**src/rtl/dmem_pkg.sv**
```systemverilog
// Shared definitions for the data-memory arbiter.
//   - DMCtrl access-size/sign encodings used by datamemory (DM_B .. DM_HU)
//   - dmctrl_valid(): true for the five legal DMCtrl codes
//   - dmarb_state_t: arbiter FSM states
//   - port_id_t: identifies the requester that owns the current access
package dmem_pkg;

  localparam logic [2:0] DM_B  = 3'b000;
  localparam logic [2:0] DM_H  = 3'b001;
  localparam logic [2:0] DM_W  = 3'b010;
  localparam logic [2:0] DM_BU = 3'b100;
  localparam logic [2:0] DM_HU = 3'b101;

  typedef enum logic [1:0] {
    StIdle,
    StAccess,
    StResp
  } dmarb_state_t;

  typedef enum logic {
    PORT_A,
    PORT_B
  } port_id_t;

  function automatic logic dmctrl_valid(input logic [2:0] ctrl);
    return (ctrl == DM_B) || (ctrl == DM_H) || (ctrl == DM_W) ||
           (ctrl == DM_BU) || (ctrl == DM_HU);
  endfunction

endpackage

```
**src/rtl/dmem_prio_sel.sv**
```systemverilog
// Fixed-priority winner select with starvation protection for the low-priority port.
// Ports:
//   clk, rst_n            clock, async active-low reset
//   i_en                  arbitration window open (arbiter idle)
//   i_a_valid, i_b_valid  request valid from port A (high priority) and port B
//   o_a_ready, o_b_ready  grant/handshake strobe per port; never both high
module dmem_prio_sel #(
  parameter int unsigned STARVE_LIMIT = 4
) (
  input  logic clk,
  input  logic rst_n,
  input  logic i_en,
  input  logic i_a_valid,
  input  logic i_b_valid,
  output logic o_a_ready,
  output logic o_b_ready
);

  localparam int unsigned CntW = (STARVE_LIMIT < 1) ? 1 : $clog2(STARVE_LIMIT + 1);
  localparam logic [CntW-1:0] Limit = CntW'(STARVE_LIMIT);

  logic [CntW-1:0] r_cnt;
  logic [CntW-1:0] w_cnt_d;
  logic            w_force_b;

  // Port B is forced through once A has won Limit times in a row while B waited.
  assign w_force_b = i_b_valid && (r_cnt == Limit);
  assign o_a_ready = i_en && i_a_valid && !w_force_b;
  assign o_b_ready = i_en && i_b_valid && (w_force_b || !i_a_valid);

  always_comb begin
    w_cnt_d = r_cnt;
    if (o_a_ready) begin
      if (!i_b_valid) begin
        w_cnt_d = '0;
      end else if (r_cnt != Limit) begin
        w_cnt_d = r_cnt + 1'b1;
      end
    end else if (o_b_ready) begin
      w_cnt_d = '0;
    end
  end

  always_ff @(posedge clk or negedge rst_n) begin
    if (!rst_n) begin
      r_cnt <= '0;
    end else begin
      r_cnt <= w_cnt_d;
    end
  end

endmodule

```
**src/rtl/dmem_arbiter.sv**
```systemverilog
// Two-port arbiter in front of the single-port datamemory. Each accepted request is
// driven to memory for exactly one cycle (ACCESS) and returned through a response
// handshake (RESP). Port A has priority; dmem_prio_sel guarantees port B progress.
// Ports:
//   clk, rst_n                   clock, async active-low reset
//   A*/B* Req{Valid,Ready}       request handshake per port
//   A*/B* Address/DataWr/DMCtrl/DMWr  request payload (datamemory encoding)
//   A*/B* Rsp{Valid,Ready}       response handshake per port
//   A*/B* DataRd, RspErr         load data (0 for stores/errors), reject flag
//   Mem*                         datamemory interface; MemDataRd is combinational
// Build option: define DMEM_ARBITER_ALIGN_CHECK_EN to reject misaligned H/HU/W accesses.
module dmem_arbiter
  import dmem_pkg::*;
#(
  parameter int unsigned ADDR_W       = 32,
  parameter int unsigned DATA_W       = 32,
  parameter int unsigned STARVE_LIMIT = 4
) (
  input  logic              clk,
  input  logic              rst_n,
  input  logic              AReqValid,
  output logic              AReqReady,
  input  logic [ADDR_W-1:0] AAddress,
  input  logic [DATA_W-1:0] ADataWr,
  input  logic [2:0]        ADMCtrl,
  input  logic              ADMWr,
  output logic              ARspValid,
  input  logic              ARspReady,
  output logic [DATA_W-1:0] ADataRd,
  output logic              ARspErr,
  input  logic              BReqValid,
  output logic              BReqReady,
  input  logic [ADDR_W-1:0] BAddress,
  input  logic [DATA_W-1:0] BDataWr,
  input  logic [2:0]        BDMCtrl,
  input  logic              BDMWr,
  output logic              BRspValid,
  input  logic              BRspReady,
  output logic [DATA_W-1:0] BDataRd,
  output logic              BRspErr,
  output logic [ADDR_W-1:0] MemAddress,
  output logic [DATA_W-1:0] MemDataWr,
  output logic [2:0]        MemDMCtrl,
  output logic              MemDMWr,
  input  logic [DATA_W-1:0] MemDataRd
);

  dmarb_state_t      r_state, w_state_d;
  port_id_t          r_port;
  logic              r_err;
  logic [ADDR_W-1:0] r_addr;
  logic [DATA_W-1:0] r_wdata;
  logic [2:0]        r_ctrl;
  logic              r_wr;
  logic [DATA_W-1:0] r_rdata;

  logic              w_grant_en, w_a_ready, w_b_ready, w_hs;
  logic [ADDR_W-1:0] w_sel_addr;
  logic [DATA_W-1:0] w_sel_wdata;
  logic [2:0]        w_sel_ctrl;
  logic              w_sel_wr;
  logic              w_misalign, w_req_err, w_rsp_hs;

  // Ready is gated by rst_n so no grant is visible while reset is asserted.
  assign w_grant_en = (r_state == StIdle) && rst_n;

  dmem_prio_sel #(
    .STARVE_LIMIT(STARVE_LIMIT)
  ) u_prio_sel (
    .clk      (clk),
    .rst_n    (rst_n),
    .i_en     (w_grant_en),
    .i_a_valid(AReqValid),
    .i_b_valid(BReqValid),
    .o_a_ready(w_a_ready),
    .o_b_ready(w_b_ready)
  );

  assign AReqReady   = w_a_ready;
  assign BReqReady   = w_b_ready;
  assign w_hs        = w_a_ready || w_b_ready;

  assign w_sel_addr  = w_b_ready ? BAddress : AAddress;
  assign w_sel_wdata = w_b_ready ? BDataWr  : ADataWr;
  assign w_sel_ctrl  = w_b_ready ? BDMCtrl  : ADMCtrl;
  assign w_sel_wr    = w_b_ready ? BDMWr    : ADMWr;

`ifdef DMEM_ARBITER_ALIGN_CHECK_EN
  assign w_misalign = (((w_sel_ctrl == DM_H) || (w_sel_ctrl == DM_HU)) && w_sel_addr[0]) ||
                      ((w_sel_ctrl == DM_W) && (w_sel_addr[1:0] != 2'b00));
`else
  assign w_misalign = 1'b0;
`endif

  assign w_req_err = !dmctrl_valid(w_sel_ctrl) || w_misalign;
  assign w_rsp_hs  = (r_state == StResp) && ((r_port == PORT_A) ? ARspReady : BRspReady);

  always_ff @(posedge clk or negedge rst_n) begin
    if (!rst_n) begin
      r_state <= StIdle;
    end else begin
      r_state <= w_state_d;
    end
  end

  always_comb begin
    w_state_d = r_state;
    case (r_state)
      StIdle:   if (w_hs) w_state_d = w_req_err ? StResp : StAccess;
      StAccess: w_state_d = StResp;
      StResp:   if (w_rsp_hs) w_state_d = StIdle;
      default:  w_state_d = StIdle;
    endcase
  end

  // Memory-side latches only load for accepted, error-free requests so the Mem* buses
  // keep the last real access while idle or while an errored request is answered.
  always_ff @(posedge clk or negedge rst_n) begin
    if (!rst_n) begin
      r_port  <= PORT_A;
      r_err   <= 1'b0;
      r_addr  <= '0;
      r_wdata <= '0;
      r_ctrl  <= '0;
      r_wr    <= 1'b0;
      r_rdata <= '0;
    end else begin
      if (w_hs) begin
        r_port  <= w_b_ready ? PORT_B : PORT_A;
        r_err   <= w_req_err;
        r_rdata <= '0;
        if (!w_req_err) begin
          r_addr  <= w_sel_addr;
          r_wdata <= w_sel_wdata;
          r_ctrl  <= w_sel_ctrl;
          r_wr    <= w_sel_wr;
        end
      end
      if ((r_state == StAccess) && !r_wr) begin
        r_rdata <= MemDataRd;
      end
    end
  end

  assign MemAddress = r_addr;
  assign MemDataWr  = r_wdata;
  assign MemDMCtrl  = r_ctrl;
  assign MemDMWr    = (r_state == StAccess) && r_wr;

  assign ARspValid  = (r_state == StResp) && (r_port == PORT_A);
  assign BRspValid  = (r_state == StResp) && (r_port == PORT_B);
  assign ARspErr    = ARspValid && r_err;
  assign BRspErr    = BRspValid && r_err;
  assign ADataRd    = ARspValid ? r_rdata : '0;
  assign BDataRd    = BRspValid ? r_rdata : '0;

endmodule

```
**config.mk**
```make
export PLATFORM = sky130hd
export DESIGN_NAME = dmem_arbiter
export DESIGN_NICKNAME = d
export VERILOG_FILES = /design/src/rtl/dmem_pkg.sv /design/src/rtl/dmem_prio_sel.sv /design/src/rtl/dmem_arbiter.sv
export SDC_FILE = /design/constraint.sdc
export NUM_CORES = 1
export LEC_CHECK = 0
export CAP_MARGIN = 20
export CORE_ASPECT_RATIO = 1.2
export CORE_MARGIN = 10
export CORE_UTILIZATION = 42
export DETAILED_ROUTE_END_ITERATION = 10
export PLACE_DENSITY = 0.87
export SYNTH_ARGS = -nofsm -noshare
export SYNTH_HDL_FRONTEND = slang
export SYNTH_SLANG_ARGS = --single-unit
```
**constraint.sdc**
```tcl
create_clock -name clk -period 2.96 [get_ports clk]
set_input_delay 0.444 -clock clk [delete_from_list [all_inputs] [get_ports clk]]
set_output_delay 0.444 -clock clk [all_outputs]
set_load 0.005 [all_outputs]
```
==> impl_metrics.ini <==
[cells_and_area]
final_nets = 955
fin_area_um2 = 8990
multi_input_area_um2 = 2620
antenna_cells = 0
fin_util = 0.706
regArea_um2 = 2680
syn2layout_area_growth_pct = 64.1
drive_above_1_share = 0.129
fill_cells = 935

[clock_tree]
cts_tree = done
post_cts_buffers = 0
clk_pin_slew_ns = 0.07
h-tree-depth = 3
clockBufferDepth = 2
numClockSinks = 107
cts-root-buf = clkbuf_16
ctsHoldBuffers = 0
clk_latency_ns = 0.33
cts_made_buffers = 9
cts_resized = 0

[setup_path]
max_stage_delay_ns = 0.57
cp-start-kind = flop
end_kind = primary output
criticalPathCategory = reg2out
crit_buf_inv = 1
cpMaxStageDelayCell = clkdlybuf4s50_1
required_ns = 2.52
crit_fanout = 8
cp_top_family = simple AND/OR/NAND/NOR gates
arrival_ns = 2.11
cp_cell_sequence = nor3b_2 > and3b_2 > clkdlybuf4s50_1

[place]
dpl_cell_area_um2 = 8730
place_congestion = 0.872
io_buffers = 311
hpwlAfterDp_mm = 15.8

[floorplanning]
die_area_um2 = 18000
num_rows = 45
num_io_pins = 312
initial_core_util = 0.430
dieWidth_um = 124
core_area_um2 = 12700
die_y_um = 145

[grt]
grt_pass1_vias = 5126
grt_util_all_layers = 0.208
grt_pass1_wl_mm = 30.1
grt_antenna_before_repair = 0
grt_max_degree = 65
gr-total-overflow = 0

[routing]
antenna_left = 0
avgViaCountPerCell = 4.93
first_pass_iters = 4
via_count = 4678
first_iter_violations = 197
drc = 0
wl_mm = 19.3
wl_per_cell_um = 20.4

[logic_synthesis]
syn_inst = 480
async_flop_share = 1.00
synth-seq-area-share = 0.489
syn-num-nets = 656
ys_ff_latch = 107
synth_flop_cell = dfrtp_1
syn_area_um2 = 5480
synth_edf_count = 0
yosysWarnings = 0
synth.distinct_cells = 25
avgSynthCellArea_um2 = 11.4

[pwr]
p_leak_nw = 3.62
p_per_area_nw_per_um2 = 714
ir_drop_uv = 417

[timing]
fin_tns_setup_ns = 0
grt_setup_unrepaired = no
setup_viol = 0
holdWs_ns = 0.232
fin_skew_ns = 0.00577
period_share = 0.862
worstMarginPinSlew_ns = 0.731
timing.fmax_mhz = 392
max_slew_margin = 0.513
fin_crit_ns = 2.55
maxSlewViolCount = 0
hold_viol = 0

[flow_run]
drv_cap = 0

[hold_path]
min_path_type = in2async

[run_status]
status = finished clean
==> registers in the layout, indices dropped and copies added (netlist names) <==
register / flops
r_wr: 1
u_prio_sel.r_cnt: 3
MemDMCtrl: 3
r_rdata: 32
MemDataWr: 32
r_port: 1
MemAddress: 32
r_state: 2
r_err: 1
==> power breakdown <==
part / internal, mW / switching (mW)
Sequential: 2.13 / 0.431
Combinational: 1.78 / 1.00
Clock: 0.567 / 0.507
Total: 4.47 / 1.94
==> cell usage after synthesis, types with 3 or more instances <==
cell        n  share of area
buf_6       8          0.016
nand2_1    72          0.049
o21ai_0    38          0.035
clkbuf_1   17          0.012
and2_1     66          0.075
nand3_1     3         0.0027
buf_2       8         0.0073
mux2_2     69           0.14
inv_1       5         0.0034
dfrtp_1   107           0.49
nor2_1      4         0.0027
mux2_1     67           0.14
==> through the flow <==
step / total power [mW] / worst slack, ns / cells
after CTS: 6.51 / 0.368 / 948
after global routing: 6.83 / 0.284 / 948
after global placement: 5.26 / 0.461 / 932
after floorplan: 3.59 / 1.03 / 480
final: 6.42 / 0.408 / 948
after detailed placement: 5.42 / 0.404 / 932
==> area by class of cell <==
cell class                      count  share of cell area
Timing Repair Buffer              321               0.357
Sequential cell                   107               0.298
Multi-Input combinational cell    335               0.291
Clock buffer                       11              0.0259
Tap cell                          164              0.0228
Clock inverter                      5             0.00334
Inverter                            5             0.00209
==> logic make-up (layout without fill, tap and decap cells) <==
kind of cell    Yosys count  after routing  share of synthesized area
compound gates           45             45                     0.0466
fa+ha+maj                 2              2                    0.00457
buf+inv                  38            342                     0.0388
flops                   107            107                      0.489
mux                     137            137                      0.281
simple gates            151            151                      0.140
==> routing by layer <==
layer / track usage / part of all wire / wire (µm)
met3: 0.0579 / 0.062 / 1190
met4: 0.0980 / 0.038 / 726
met5: 0 / 0 / 0
met2: 0.392 / 0.55 / 10600
met1: 0.203 / 0.35 / 6820
==> cells in the final DEF (no fill, tap or decap), drive strengths merged, types with 3 or more instances in the layout <==
cell | netlist | routed
dfrtp | 107 | 107
buf | 16 | 11
clkbuf | 17 | 11
nor2 | 4 | 4
and2 | 66 | 66
o21ai | 38 | 38
nor3b | 3 | 3
mux2 | 136 | 136
clkinv | 0 | 3
clkdlybuf4s50 | 0 | 310
nand3 | 3 | 3
inv | 5 | 5
nand2 | 72 | 72
==> worst paths after layout <==
| check | start | cells past startpoint | endpoint | slack (ns) |
|---|---|---|---|---|
| min reg2reg | MemDataWr[17] | 1 | MemDataWr[17] | 0.51 |
| min | rst_n | 2 | r_rdata[0] | 0.23 |
| max in group asynchronous | rst_n | 3 | MemDataWr[21] | 1.54 |
| min in group clk | MemDataWr[17] | 1 | MemDataWr[17] | 0.51 |
| max | r_state[1] | 3 | BReqReady | 0.41 |
| max reg2reg | r_state[1] | 5 | r_wr | 0.63 |
Power figures use the tool's default switching activity.
